===== config.mk =====
export PLATFORM = sky130hd
export DESIGN_NAME = ram_stream_reader_flat
export DESIGN_NICKNAME = d
export VERILOG_FILES = /design/src/rtl/ram_stream_reader_pkg.sv /design/src/rtl/ram_stream_reader_if.sv /design/src/rtl/ram_stream_reader_stream_skid_fifo.sv /design/src/rtl/ram_stream_reader.sv /design/src/flat_wrapper.sv
export SDC_FILE = /design/constraint.sdc
export NUM_CORES = 1
export LEC_CHECK = 0
export CORE_UTILIZATION = 50
export DETAILED_ROUTE_END_ITERATION = 16
export MAX_ROUTING_LAYER = met4
export PLACE_DENSITY_LB_ADDON = 0.08
export SLEW_MARGIN = 20
export SYNTH_ARGS = -nofsm -noshare
export SYNTH_HDL_FRONTEND = slang
export SYNTH_SLANG_ARGS = --single-unit

===== constraint.sdc =====
create_clock -name clk -period 3.7 [get_ports clk]
set_clock_uncertainty 0.15 [all_clocks]
set_input_delay 0.74 -clock clk [delete_from_list [all_inputs] [get_ports clk]]
set_output_delay 0.74 -clock clk [all_outputs]
set_load 0.005 [all_outputs]

===== src/rtl/ram_stream_reader_pkg.sv =====
// Shared constants for the ROM loader / dual-port RAM / stream reader slice.
// State encodings for the reader FSM live here so the bench and RTL agree on names.
package ram_stream_reader_pkg;
  localparam int ADDR_WIDTH_DEF = 12;
  localparam int DATA_WIDTH_DEF = 8;

  typedef logic [1:0] state_t;

  localparam state_t ST_IDLE  = 2'd0;
  localparam state_t ST_RUN   = 2'd1;
  localparam state_t ST_DRAIN = 2'd2;
  localparam state_t ST_DONE  = 2'd3;
endpackage


===== src/rtl/ram_stream_reader_if.sv =====
// Control, RAM read port and output stream of the RAM stream reader.
// master = the reader, slave = the environment (sequencer, RAM, consumer).
interface ram_stream_reader_if
  import ram_stream_reader_pkg::*;
#(
  parameter int ADDR_WIDTH = ADDR_WIDTH_DEF,
  parameter int DATA_WIDTH = DATA_WIDTH_DEF
) ();
  logic                  start;
  logic [ADDR_WIDTH-1:0] base_addr;
  logic [ADDR_WIDTH:0]   length;
  logic                  busy;
  logic                  finish;
  logic                  ram_rd_en;
  logic [ADDR_WIDTH-1:0] ram_rd_addr;
  logic [DATA_WIDTH-1:0] ram_rd_data;
  logic [DATA_WIDTH-1:0] out_data;
  logic                  out_valid;
  logic                  out_ready;

  modport master (
    input  start, base_addr, length, ram_rd_data, out_ready,
    output busy, finish, ram_rd_en, ram_rd_addr, out_data, out_valid
  );

  modport slave (
    output start, base_addr, length, ram_rd_data, out_ready,
    input  busy, finish, ram_rd_en, ram_rd_addr, out_data, out_valid
  );
endinterface


===== src/rtl/ram_stream_reader_stream_skid_fifo.sv =====
// Two-entry FIFO that catches registered RAM read data and presents its head
// as a valid/ready stream word.
module stream_skid_fifo #(
  parameter int DATA_WIDTH = 8
) (
  input  logic                  clk,
  input  logic                  reset,
  input  logic                  push_i,
  input  logic [DATA_WIDTH-1:0] push_data_i,
  input  logic                  pop_i,
  output logic [DATA_WIDTH-1:0] head_data_o,
  output logic                  head_valid_o,
  output logic [1:0]            count_o
);
  logic [DATA_WIDTH-1:0] mem_q [2];
  logic                  wr_q;
  logic                  rd_q;
  logic [1:0]            cnt_q;
  logic [1:0]            cnt_d;
  logic                  pop_ok;

  assign pop_ok = pop_i && (cnt_q != 2'd0);
  assign cnt_d  = cnt_q + {1'b0, push_i} - {1'b0, pop_ok};

  always_ff @(posedge clk) begin
    if (reset) begin
      mem_q[0] <= '0;
      mem_q[1] <= '0;
      wr_q     <= 1'b0;
      rd_q     <= 1'b0;
      cnt_q    <= 2'd0;
    end else begin
      if (push_i) begin
        mem_q[wr_q] <= push_data_i;
        wr_q        <= ~wr_q;
      end
      if (pop_ok) begin
        rd_q <= ~rd_q;
      end
      cnt_q <= cnt_d;
    end
  end

  assign head_data_o  = mem_q[rd_q];
  assign head_valid_o = (cnt_q != 2'd0);
  assign count_o      = cnt_q;
endmodule


===== src/rtl/ram_stream_reader.sv =====
// Reads a contiguous block out of the dual-port RAM and streams it to a consumer.
//   state | meaning
//   IDLE  | waiting for start; base/length latched on start
//   RUN   | issuing reads while the FIFO plus in-flight read has room
//   DRAIN | all reads issued, waiting for the remaining handshakes
//   DONE  | one-cycle finish pulse
module ram_stream_reader
  import ram_stream_reader_pkg::*;
#(
  parameter int ADDR_WIDTH = ADDR_WIDTH_DEF,
  parameter int DATA_WIDTH = DATA_WIDTH_DEF
) (
  input  logic         clk,
  input  logic         reset,
  ram_stream_reader_if.master bus
);
  localparam int LW = ADDR_WIDTH + 1;

  state_t                state_q, state_d;
  logic [ADDR_WIDTH-1:0] base_q, base_d;
  logic [LW-1:0]         len_q, len_d;
  logic [LW-1:0]         issued_q, issued_d;
  logic [LW-1:0]         accepted_q, accepted_d;
  logic                  inflight_q;

  logic                  rd_en;
  logic                  busy;
  logic                  finish;
  logic                  pop;
  logic                  start_ok;
  logic                  fifo_valid;
  logic [1:0]            fifo_count;
  logic [DATA_WIDTH-1:0] fifo_data;
  logic [2:0]            occupancy;

  assign pop       = fifo_valid && bus.out_ready;
  assign start_ok  = (state_q == ST_IDLE) && bus.start;
  assign occupancy = {1'b0, fifo_count} + {2'b00, inflight_q};

  always_ff @(posedge clk) begin
    if (reset) begin
      state_q <= ST_IDLE;
    end else begin
      state_q <= state_d;
    end
  end

  // Zero-length runs pass through DRAIN so busy still shows for one cycle.
  always_comb begin
    state_d = state_q;
    case (state_q)
      ST_IDLE:  if (bus.start) state_d = (bus.length == '0) ? ST_DRAIN : ST_RUN;
      ST_RUN:   if (issued_d == len_q) state_d = ST_DRAIN;
      ST_DRAIN: if (accepted_d == len_q) state_d = ST_DONE;
      default:  state_d = ST_IDLE;
    endcase
  end

  always_comb begin
    rd_en  = 1'b0;
    busy   = 1'b0;
    finish = 1'b0;
    case (state_q)
      ST_RUN: begin
        busy  = 1'b1;
        rd_en = (issued_q < len_q) && (occupancy < (3'd2 + {2'b00, pop}));
      end
      ST_DRAIN: busy   = 1'b1;
      ST_DONE:  finish = 1'b1;
      default:  ;
    endcase
  end

  always_comb begin
    base_d     = base_q;
    len_d      = len_q;
    issued_d   = issued_q + {{(LW-1){1'b0}}, rd_en};
    accepted_d = accepted_q + {{(LW-1){1'b0}}, pop};
    if (start_ok) begin
      base_d     = bus.base_addr;
      len_d      = bus.length;
      issued_d   = '0;
      accepted_d = '0;
    end
  end

  always_ff @(posedge clk) begin
    if (reset) begin
      base_q     <= '0;
      len_q      <= '0;
      issued_q   <= '0;
      accepted_q <= '0;
      inflight_q <= 1'b0;
    end else begin
      base_q     <= base_d;
      len_q      <= len_d;
      issued_q   <= issued_d;
      accepted_q <= accepted_d;
      inflight_q <= rd_en;
    end
  end

  stream_skid_fifo #(.DATA_WIDTH(DATA_WIDTH)) u_fifo (
    .clk          (clk),
    .reset        (reset),
    .push_i       (inflight_q),
    .push_data_i  (bus.ram_rd_data),
    .pop_i        (pop),
    .head_data_o  (fifo_data),
    .head_valid_o (fifo_valid),
    .count_o      (fifo_count)
  );

  assign bus.ram_rd_en   = rd_en;
  assign bus.ram_rd_addr = base_q + issued_q[ADDR_WIDTH-1:0];
  assign bus.out_data    = fifo_data;
  assign bus.out_valid   = fifo_valid;
  assign bus.busy        = busy;
  assign bus.finish      = finish;
endmodule


===== src/flat_wrapper.sv =====
// flat-port wrapper written by rule: the top's interface ports become plain ports
module ram_stream_reader_flat import ram_stream_reader_pkg::*;
#(
  parameter int ADDR_WIDTH = ADDR_WIDTH_DEF,
  parameter int DATA_WIDTH = DATA_WIDTH_DEF
)
  (clk, reset, bus_start, bus_base_addr, bus_length, bus_ram_rd_data, bus_out_ready, bus_busy, bus_finish, bus_ram_rd_en, bus_ram_rd_addr, bus_out_data, bus_out_valid);
  ram_stream_reader_if #(.ADDR_WIDTH(ADDR_WIDTH), .DATA_WIDTH(DATA_WIDTH)) bus_i ();
  input  logic clk;
  input  logic reset;
  input wire logic [$bits(bus_i.start)-1:0] bus_start;
  input wire logic [$bits(bus_i.base_addr)-1:0] bus_base_addr;
  input wire logic [$bits(bus_i.length)-1:0] bus_length;
  input wire logic [$bits(bus_i.ram_rd_data)-1:0] bus_ram_rd_data;
  input wire logic [$bits(bus_i.out_ready)-1:0] bus_out_ready;
  output wire logic [$bits(bus_i.busy)-1:0] bus_busy;
  output wire logic [$bits(bus_i.finish)-1:0] bus_finish;
  output wire logic [$bits(bus_i.ram_rd_en)-1:0] bus_ram_rd_en;
  output wire logic [$bits(bus_i.ram_rd_addr)-1:0] bus_ram_rd_addr;
  output wire logic [$bits(bus_i.out_data)-1:0] bus_out_data;
  output wire logic [$bits(bus_i.out_valid)-1:0] bus_out_valid;
  assign bus_i.start = bus_start;
  assign bus_i.base_addr = bus_base_addr;
  assign bus_i.length = bus_length;
  assign bus_i.ram_rd_data = bus_ram_rd_data;
  assign bus_i.out_ready = bus_out_ready;
  assign bus_busy = bus_i.busy;
  assign bus_finish = bus_i.finish;
  assign bus_ram_rd_en = bus_i.ram_rd_en;
  assign bus_ram_rd_addr = bus_i.ram_rd_addr;
  assign bus_out_data = bus_i.out_data;
  assign bus_out_valid = bus_i.out_valid;
  ram_stream_reader #(.ADDR_WIDTH(ADDR_WIDTH), .DATA_WIDTH(DATA_WIDTH)) u_core (.clk(clk), .reset(reset), .bus(bus_i));
endmodule

== After elaboration in Yosys (flattened, before gate mapping) ==
Memories as Yosys holds them, arrays and structs flattened. A register that Yosys moved wholly into a read port is not among the register bits.
Cells that the tools add are included.
Word-level totals
  flip-flop bits (word level): 58
  bits in writable memories: 16
  bits of input ports: 37
  word-level logic and storage cells: 59
  memories kept: 1
Memory list
  u_core.u_fifo.mem_q: words 2, bits a word 8, read ports 1, clocked after memory_dff 1, wr ports 2, line ram_stream_reader_stream_skid_fifo.sv:15  | logic [DATA_WIDTH-1:0] mem_q [2];
Operators by class
  add/sub/neg operators: 7
  $lt $le $gt $ge: 2
  equality and inequality tests: 8
  muxes and demuxes: 20
  bitwise operators: 2
  reductions and logical operators: 10
Operator list (number)
  $add 13x1->13: 2
  $eq 13x13->1: 2
  $mux 13: 2
  $logic_not 13->1: 1
  $lt 13x13->1: 1
  $add 12x12->12: 1
  $mux 1: 12
  $mux 2: 4
  $mux 8: 1
  $reduce_or 8->1: 1
  $pmux 2 s3: 1
  $eq 2x2->1 const B: 2
  $logic_and 1x1->1: 4
  $ne 2x1->1 const B: 2
  $add 2x1->3: 1
  $add 2x1->3 const A: 1
  $lt 3x3->1: 1
  $reduce_and 3->1: 1
  $add 2x1->2: 1
  $eq 2x1->1 const B: 1
  $logic_not 2->1: 1
  $ne 2x2->1 const B: 1
  $not 1->1: 2
  $reduce_bool 2->1: 1
  2 further kinds: 2

== Depth between registers and ports, before layout ==
Gate-level depths: netlist (run 1).
  depth in word-level cells: 11
  depth in mapped cells: 20

== By module ==
A second synthesis (run 1) with hierarchy kept.
Unflattened totals
  cell total of the unflattened synthesis: 564
  area total of the unflattened synthesis: 4754.6 µm²
Modules (own cells, without submodules)
  ram_stream_reader: instances 1, cells each 489, area each 3811.2 µm²
  stream_skid_fifo: instances 1, cells each 75, area each 943.4 µm²

== Least setup slack after synthesis (run 1) ==
Ideal clock, no wire load.
  path type: flip-flop to flip-flop
  start point: register u_core.len_q[1]
  end point: register u_core.state_q[0]
  data arrival time: 3.867 ns
  path slack: -0.446 ns
  stages on the path, launching flop included: 21
  buffers on the path: 1
  cells stage by stage: dfxtp_1 clkbuf_1 inv_1 ha_1 a21o_1 a21o_1 a21o_1 a21o_1 a21o_1 a21o_1 a21oi_1 ha_1 ha_1 nand2_1 or4_1 xnor2_1 a31oi_1 o32ai_1 a41oi_1 o31ai_1 a31oi_1
Between the ends
  word-level cells in the longest chain between the ends: 8
  elaborated cells on any way between the ends: 10
  those cells by class: 1 x add/sub; 1 x order compare; 4 x eq/ne; 2 x mux; 2 x reduce/logical
RTL lines
  start: declaration: line ram_stream_reader.sv:21  | logic [LW-1:0] len_q, len_d;
  start signal: assignment: line ram_stream_reader.sv:96  | len_q <= len_d;
  $lt 13x13->1: line ram_stream_reader.sv:66  | rd_en = (issued_q < len_q) && (occupancy < (3'd2 + {2'b00, pop}));
  $logic_and 1x1->1: line ram_stream_reader.sv:66
  $mux 1: line ram_stream_reader.sv:63  | case (state_q)
  via bus_ram_rd_en: line flat_wrapper.sv:18  | output wire logic [$bits(bus_i.ram_rd_en)-1:0] bus_ram_rd_en;
  $add 13x1->13: line ram_stream_reader.sv:77  | issued_d = issued_q + {{(LW-1){1'b0}}, rd_en};
  $mux 13: line ram_stream_reader.sv:79  | if (start_ok) begin
  $eq 13x13->1: line ram_stream_reader.sv:53  | ST_RUN: if (issued_d == len_q) state_d = ST_DRAIN;
  $ne 2x1->1 (no source line)
  $reduce_and 3->1 (no source line)
  end signal: assignment: line ram_stream_reader.sv:44  | state_q <= state_d;
  end: declaration: line ram_stream_reader.sv:19  | state_t state_q, state_d;
The timed path passes the listed nets, and every way through them passes these cells.
A chain may end at the register's enable or synchronous reset.

== Worst setup path after layout (run 1) ==
  start point: register u_core.len_q[1]
  end point: register u_core.state_q[0]
Between the ends
  word-level cells in the longest chain between the ends: 8
  elaborated cells on any way between the ends: 10
  those cells by class: 1 x add/sub; 1 x order compare; 4 x eq/ne; 2 x mux; 2 x reduce/logical
RTL lines (line)
  $lt 13x13->1: ram_stream_reader.sv:66
  $logic_and 1x1->1: ram_stream_reader.sv:66
  $mux 1: ram_stream_reader.sv:63
  $add 13x1->13: ram_stream_reader.sv:77
  $mux 13: ram_stream_reader.sv:79
  $eq 13x13->1: ram_stream_reader.sv:53
  $ne 2x1->1 (no source line)
  $reduce_and 3->1 (no source line) *
Every way passes the cells marked *; elsewhere a longest branch is shown, timed or not.

==> out/results.tsv, run 1 <==
stage	metric	value	unit
grt	met3 GRT Util	3.87	%
pwr	fraction of power consumed by the clock network	22.7	%
route	post-route ant nets	0	
logic_synthesis	ys flop type	sky130_fd_sc_hd__dfxtp_1	
logic_synthesis	largest area contributor in the netlist	sky130_fd_sc_hd__dfxtp_1	
grt	Overflow after GRT	0	
floorplan	area inside the core boundary	0.00920	mm²
place	final weighted congestion in routability-driven placement	0.895	
pwr	net switching power	1.08	mW
timing	pins over their slew limit	0	
logic_synthesis	post-synthesis register bit count	75	
floorplan	boundary pin count	61	
final_layout	post-route core utilization	69.8	%
grt	pin count of the biggest net entering global routing	31	
route	DR WL/cell	16.4	µm
route	violation count after the first detailed-routing iteration	196	
timing	number of hold violations in the final report	0	
grt	global routing met2 resource utilization	47.0	%
clock_network	buffer depth of the longest clock path	2	
critical_path	data arrival time at the worst-slack endpoint	3.98	ns
final_layout	most common cell after layout, fill and taps aside	sky130_fd_sc_hd__buf_4	
timing	highest achievable clock rate	258	MHz
pwr	internal power	1.91	mW
pwr	cell area power density	465	mW/mm²
logic_synthesis	number of distinct library cells after synthesis	61	
pwr	portion of total power attributed to sequential cells	34.0	%
pwr	leakage power summed over all cells	2.60	nW
logic_synthesis	number of synthesis warnings	0	
clock_network	clock insertion delay at the later pin of the skew report	0.36	ns
timing	transition time of the tightest slew-check pin	0.934	ns
timing	number of setup violations in the final report	2	
run_status	result of the run	finished, violations left	
pwr	total chip power	2.99	mW
logic_synthesis	Post-synth EDFFs	16	
floorplan	std cell rows	35	
critical_path	critical path fanouts, max	4	
grt	via count of the first global-routing pass	4347	
pwr	switching power share of the total	36.0	%
route	DRT Pass-1 Iters	7	
final_layout	commonest cells after routing, fill and taps aside	68 x sky130_fd_sc_hd__buf_4, 66 x sky130_fd_sc_hd__nand2_1, 55 x sky130_fd_sc_hd__dfxtp_1, 54 x sky130_fd_sc_hd__clkdlybuf4s50_1, 43 x sky130_fd_sc_hd__nor2_1	
critical_path	worst setup path class	reg2reg	
logic_synthesis	Area contributors post-synth	sky130_fd_sc_hd__dfxtp_1 25%, sky130_fd_sc_hd__edfxtp_1 10%, sky130_fd_sc_hd__ha_1 9.8%	
clock_network	number of clock sinks	75	
clock_network	CTS tree	done	
flow_run	max-cap check violation count	0	
logic_synthesis	fraction of registers with async set or reset after synthesis	0	%
grt	initial antenna violation count	0	
grt	busiest grt layer	met2	
pwr	worst-case vdd ir drop	242	µV
grt	met1 demand-to-capacity share in global routing	32.7	%
clock_network	number of clock buffers inserted by TritonCTS	9	
clock_network	number of H-tree branching levels	3	
grt	combined global-route utilization of all metal layers	27.3	%
final_layout	Net count, final	745	
place	count of input and output buffers	60	
logic_synthesis	share of synthesized area occupied by flip-flops and latches	35.1	%
timing	RSZ-0062 raised after global routing	yes	
critical_path	category of the worst setup path launch point	flip-flop	
floorplan	Die Height	99.3	µm
final_layout	count of antenna diodes in the layout	0	
worst_hold_path	type of the worst min-delay path	reg2reg	
logic_synthesis	mean instance size in the synthesized netlist	8.69	µm²
route	DRC violations left	0	
critical_path	sort of element at the end of the critical path	flip-flop	
route	final routed wirelength across all metal layers	12900	µm
floorplan	Die ar.	0.00986	mm²
run_status	violated checks	negative setup slack	
logic_synthesis	Mapped Area	0.00473	mm²
logic_synthesis	cells after synthesis	545	
clock_network	Clk Tree Root Cell	sky130_fd_sc_hd__clkbuf_8	
route	detail-routed via count per cell	5.66	
timing	post-route clock period utilization	105	%
timing	min cycle time layout	3.88	ns
place	Detail Placement HPWL	9520	µm
final_layout	share of post-route cells with drive strength above 1	22.8	%
timing	Slew Limit Headroom	37.7	%
critical_path	required time at the endpoint of the critical path	3.80	ns
floorplan	initial standard-cell utilization of the core	51.5	%
clock_network	clock transition at the register clock pins on the worst setup and hold paths after CTS	0.10	ns
timing	minimum setup slack in the final design	-0.178	ns
pwr	share of power burned in combinational logic	43.2	%
floorplan	width of the chip	99.3	µm
logic_synthesis	area share of the largest cell type after synthesis	24.9	%
final_layout	growth of design area from synthesis to finish	35.7	%
clock_network	hold bufs inserted after CTS	0	
logic_synthesis	net count after synthesis	620	
route	via count	4446	
grt	global-route wire length before repair	20500	µm
[layout make-up]
| type | count | area [µm²] |
|---|---|---|
| Multi-Input combinational cell | 419 | 3110 |
| Fill cell | 740 | 2770 |
| Sequential cell | 75 | 1670 |
| Timing Repair Buffer | 133 | 1180 |
| Tap cell | 111 | 139 |
| Clock buffer | 9 | 124 |
| Inverter | 32 | 123 |
| Clock inverter | 7 | 83.8 |
[stage by stage]
step           TNS, ns  setup slack [ns]  instance area [µm²]  hold WS, ns  cells
6_report        -0.350            -0.178                 6420        0.314    786
3_5_place_dp    -0.892            -0.361                 5950        0.303    764
2_1_floorplan   -0.156           -0.0861                 4800        0.290    545
3_3_place_gp    -0.631            -0.302                 5950        0.296    764
5_1_grt         -0.603            -0.307                 6420        0.341    786
4_1_cts         -0.334            -0.126                 6320        0.314    784
[per-layer routing]
layer	up-vias	part of all wire, %
met5	-	0
met4	0	2.0
met3	28	5.9
met2	158	50
met1	2080	42
li1	2180	-
[worst max-delay path, stage by stage (launching register included)]
cell                       delay [ns]
sky130_fd_sc_hd__dfxtp_2         0.36
sky130_fd_sc_hd__inv_4           0.04
sky130_fd_sc_hd__ha_4            0.20
sky130_fd_sc_hd__a21o_1          0.15
sky130_fd_sc_hd__a21o_1          0.15
sky130_fd_sc_hd__a21o_1          0.15
sky130_fd_sc_hd__a21o_1          0.14
sky130_fd_sc_hd__a21o_1          0.18
sky130_fd_sc_hd__a21o_1          0.21
sky130_fd_sc_hd__a21oi_4         0.21
sky130_fd_sc_hd__ha_4            0.21
sky130_fd_sc_hd__ha_4            0.15
sky130_fd_sc_hd__nand2_1         0.04
sky130_fd_sc_hd__or4_4           0.42
sky130_fd_sc_hd__xnor2_2         0.17
sky130_fd_sc_hd__o211ai_1        0.13
sky130_fd_sc_hd__o21a_1          0.20
sky130_fd_sc_hd__a41oi_2         0.18
sky130_fd_sc_hd__o31ai_2         0.23
sky130_fd_sc_hd__a31oi_1         0.10
[cell families (layout without fill, tap and decap cells)]
logic type / Yosys count / after routing / synth area share [%]
AND/OR/NAND/NOR: 221 / 221 / 24.1
AO/OA/AOI/OAI: 108 / 108 / 14.8
flip-flops: 75 / 75 / 35.1
buffers and inverters: 51 / 181 / 4.49
XOR/XNOR: 41 / 41 / 8.75
adder cells (fa/ha/maj): 38 / 38 / 10.2
multiplexers: 11 / 11 / 2.59
[power groups by stage]
stage	Clock, mW	Sequential, mW	Combinational [mW]
3_5_place_dp	0	1.03	1.21
5_1_grt	0.718	1.03	1.40
2_1_floorplan	0	1.01	0.721
6_report	0.678	1.02	1.29
3_3_place_gp	0	1.03	1.18
4_1_cts	0.684	1.02	1.26
[state kept, by name (all words and copies together), names as in the netlist, named ones only]
register and cells:
u_core.accepted_q 13, u_core.base_q 12, u_core.inflight_q 1, u_core.issued_q 13, u_core.len_q 13, u_core.state_q 2
u_core.u_fifo.count_o 2, u_core.u_fifo.mem_q 16, u_core.u_fifo.rd_q 1, u_core.u_fifo.wr_q 1
[cell usage after synthesis (5+ instances only)]
cell type                  instances
sky130_fd_sc_hd__edfxtp_1         16
sky130_fd_sc_hd__dfxtp_1          59
sky130_fd_sc_hd__or3_1             8
sky130_fd_sc_hd__and2_1           25
sky130_fd_sc_hd__nand2_1          67
sky130_fd_sc_hd__mux2_2           10
sky130_fd_sc_hd__nor3_1           21
sky130_fd_sc_hd__clkbuf_1         13
sky130_fd_sc_hd__nor2_1           43
sky130_fd_sc_hd__xnor2_1          25
sky130_fd_sc_hd__o21a_1            5
sky130_fd_sc_hd__a31oi_1           7
sky130_fd_sc_hd__xor2_1           12
sky130_fd_sc_hd__nand3_1          13
sky130_fd_sc_hd__a21o_1            8
sky130_fd_sc_hd__nor4_1            5
sky130_fd_sc_hd__ha_1             37
sky130_fd_sc_hd__o21ai_0          18
sky130_fd_sc_hd__a21oi_1          40
sky130_fd_sc_hd__inv_1            32
sky130_fd_sc_hd__nor2b_1           5
sky130_fd_sc_hd__nand4_1           9
[final timing paths]
| path | start | end | cells past startpoint | slack, ns |
|---|---|---|---|---|
| max | u_core.len_q[1] | u_core.state_q[0] | 19 | -0.18 |
| min | u_core.base_q[9] | u_core.base_q[9] | 2 | 0.31 |
| max reg2reg | u_core.len_q[1] | u_core.state_q[0] | 19 | -0.18 |
| min reg2reg | u_core.base_q[9] | u_core.base_q[9] | 2 | 0.31 |
[timing repair]
action | CTS | global route
endpoints found under the setup margin | 9 | 7
pin swaps | 32 | 26
resized for setup | 39 | 19
setup buffers | 4 | 3
Note: power is estimated with default switching activity, not from simulation.
==> run 2: changes to the inputs <==
ABC_CLOCK_PERIOD_IN_PS = 4190   (was not set)
clock period = 4.19 ns   (was 3.7 ns; I/O delays follow)
==> out/results.tsv, run 2 (synthesis gave the netlist of run 1 again) <==
stage	metric	value	unit	change
timing	pins over their slew limit	0		unchanged
place	placed cell areas	0.00556	mm²	-6.6%
critical_path	category of the worst setup path launch point	flip-flop		
final_layout	growth of design area from synthesis to finish	24.3	%	
critical_path	critical path startpoint	u_core.len_q[1]		
place	count of input and output buffers	60		unchanged
route	DRC violations left	0		unchanged
worst_hold_path	min-delay src	u_core.base_q[6]		
route	DRT Pass-1 Iters	5		-2
grt	Overflow after GRT	0		unchanged
critical_path	ordered cell list for the critical path	inv_1 -> ha_1 -> a21o_1 -> a21o_1 -> a21o_1 -> a21o_1 -> a21o_1 -> a21o_1 -> a21oi_2 -> ha_2 -> ha_2 -> nand2_1 -> or4_1 -> xnor2_2 -> a31oi_1 -> o32ai_2 -> a41oi_2 -> o31ai_1 -> a31oi_1		
final_layout	count of antenna diodes in the layout	0		unchanged
clock_network	Clk Tree Root Cell	sky130_fd_sc_hd__clkbuf_8		
final_layout	most common cell after layout, fill and taps aside	sky130_fd_sc_hd__nand2_1		
place	final weighted congestion in routability-driven placement	0.923		+3.1%
final_layout	Net count, final	698		-6.3%
timing	Slew Limit Headroom	45.1	%	+7.3 points
grt	pin count of the biggest net entering global routing	20		-35%
pwr	leakage power summed over all cells	2.34	nW	-10%
final_layout	max FFs per register	16		unchanged
floorplan	std cell rows	35		unchanged
floorplan	Die ar.	0.00986	mm²	unchanged
timing	min cycle time layout	4.07	ns	+0.195 ns
place	Detail Placement HPWL	9030	µm	-5.1%
floorplan	width of the chip	99.3	µm	unchanged
timing	transition time of the tightest slew-check pin	0.824	ns	-0.110 ns
grt	initial antenna violation count	0		unchanged
clock_network	buffer depth of the longest clock path	2		unchanged
floorplan	area inside the core boundary	0.00920	mm²	unchanged
critical_path	worst flop-to-flop path startpoint	u_core.len_q[1]		
timing	number of setup violations in the final report	0		-2
critical_path	Worst path top cell family by delay	compound AO/OA/AOI/OAI gates		
critical_path	worst setup path class	reg2reg		
pwr	worst-case vdd ir drop	208	µV	-14%
floorplan	initial standard-cell utilization of the core	51.5	%	unchanged
critical_path	Max stage delay on crit path	0.47	ns	+0.05 ns
route	via count	4232		-4.8%
run_status	result of the run	complete, no violations		
critical_path	required time at the endpoint of the critical path	4.28	ns	+0.48 ns
clock_network	number of clock buffers inserted by TritonCTS	9		unchanged
clock_network	clock insertion delay at the later pin of the skew report	0.36	ns	about the same
grt	global-route wire length before repair	19500	µm	-4.8%
final_layout	commonest cells after routing, fill and taps aside	67 x sky130_fd_sc_hd__nand2_1, 59 x sky130_fd_sc_hd__clkdlybuf4s50_1, 57 x sky130_fd_sc_hd__dfxtp_1, 43 x sky130_fd_sc_hd__nor2_1, 38 x sky130_fd_sc_hd__a21oi_1		
final_layout	share of post-route cells with drive strength above 1	12.3	%	-11 points
critical_path	cell type of the slowest stage on the worst timing path	sky130_fd_sc_hd__or4_1		
timing	number of hold violations in the final report	0		unchanged
route	DR WL/cell	16.0	µm	-2.2%
final_layout	register bank with the most flops	u_core.u_fifo.mem_q		
grt	combined global-route utilization of all metal layers	26.1	%	-1.2 points
clock_network	number of H-tree branching levels	3		unchanged
route	final routed wirelength across all metal layers	11800	µm	-8.0%
clock_network	clock transition at the register clock pins on the worst setup and hold paths after CTS	0.08	ns	-0.02 ns
floorplan	Die Height	99.3	µm	unchanged
critical_path	sort of element at the end of the critical path	flip-flop		
route	detail-routed via count per cell	5.73		+1.2%
timing	post-route clock period utilization	97.2	%	-7.6 points
clock_network	number of clock sinks	75		unchanged
timing	highest achievable clock rate	246	MHz	-4.8%
grt	via count of the first global-routing pass	4178		-3.9%
flow_run	max-cap check violation count	0		unchanged
clock_network	CTS tree	done		
critical_path	critical path fanouts, max	3		-1
floorplan	boundary pin count	61		unchanged
critical_path	data arrival time at the worst-slack endpoint	4.16	ns	+0.18 ns
final_layout	design area	0.00588	mm²	-8.4%
timing	sum of negative setup slack	0	ns	+0.350 ns
critical_path	CP most frequent cell	sky130_fd_sc_hd__a21o_1		
pwr	cell area power density	436	mW/mm²	-6.2%
route	violation count after the first detailed-routing iteration	235		+20%
timing	worst hold margin	0.310	ns	-0.00420 ns
final_layout	filler cell count in the final layout	788		+6.5%
final_layout	non-filler cells, final	739		-6.0%
place	total instance count after detailed placement	721		-5.6%
route	post-route ant nets	0		unchanged
timing	RSZ-0062 raised after global routing	yes		
worst_hold_path	type of the worst min-delay path	reg2reg		
critical_path	crit path buf inv count	1		unchanged
run 2: path summary, 6_finish.rpt:
kind,endpoint,slack [ns],cells past startpoint
worst max-delay path,u_core.state_q[0],0.12,19
worst min-delay path,u_core.base_q[6],0.31,2
worst max register to register,u_core.state_q[0],0.12,19
worst min register to register,u_core.base_q[6],0.31,2
run 2: routing by layer:
layer | GRT usage, % | vias up | wire, µm
li1 | - | 2088 | -
met1 | 30.2 | 1987 | 5110
met2 | 43.7 | 125 | 5710
met3 | 4.50 | 32 | 575
met4 | 13.0 | 0 | 432
met5 | - | - | 0
run 2: power breakdown:
part / leakage (nW) / internal, mW / total (mW) / switching [mW]
Clock: 0.119 / 0.394 / 0.671 / 0.276
Sequential: 0.647 / 0.828 / 0.909 / 0.0808
Combinational: 1.57 / 0.489 / 0.984 / 0.496
Total: 2.33 / 1.71 / 2.56 / 0.853
run 2: layout make-up:
class                   count  area [µm²]  share of cell area, %
flip-flops and latches     75        1660                   28.3
multi-input cells         419        2920                   49.7
clock buffers               9         124                   2.11
repair buffers             86         798                   13.6
inverters                  32         120                   2.04
clock inverters             7         116                   1.98
well taps                 111         139                   2.36
run 2: stage by stage:
step,utilization (%),setup slack [ns],power (mW)
after floorplan,-,0.0436,1.51
after global placement,60.5,0.0576,1.86
after detailed placement,60.5,-0.0566,1.88
after CTS,63.1,0.00677,2.55
after global routing,64.0,-0.0706,2.72
final,64.0,0.117,2.56
run 2: timing repair:
action	4_1_cts	5_1_grt
endpoints found under the setup margin	1	6
gates resized for setup	3	18
hold buffers	0	0
cloned	0	0
buffers inserted	0	2
pin swaps	0	12
hold endpoints to repair	0	0
run 2: tightest hold or removal path: stages, from the launching register on:
cell and delay (ns):
sky130_fd_sc_hd__dfxtp_1 0.31, sky130_fd_sc_hd__nand2_1 0.05, sky130_fd_sc_hd__a21oi_1 0.05
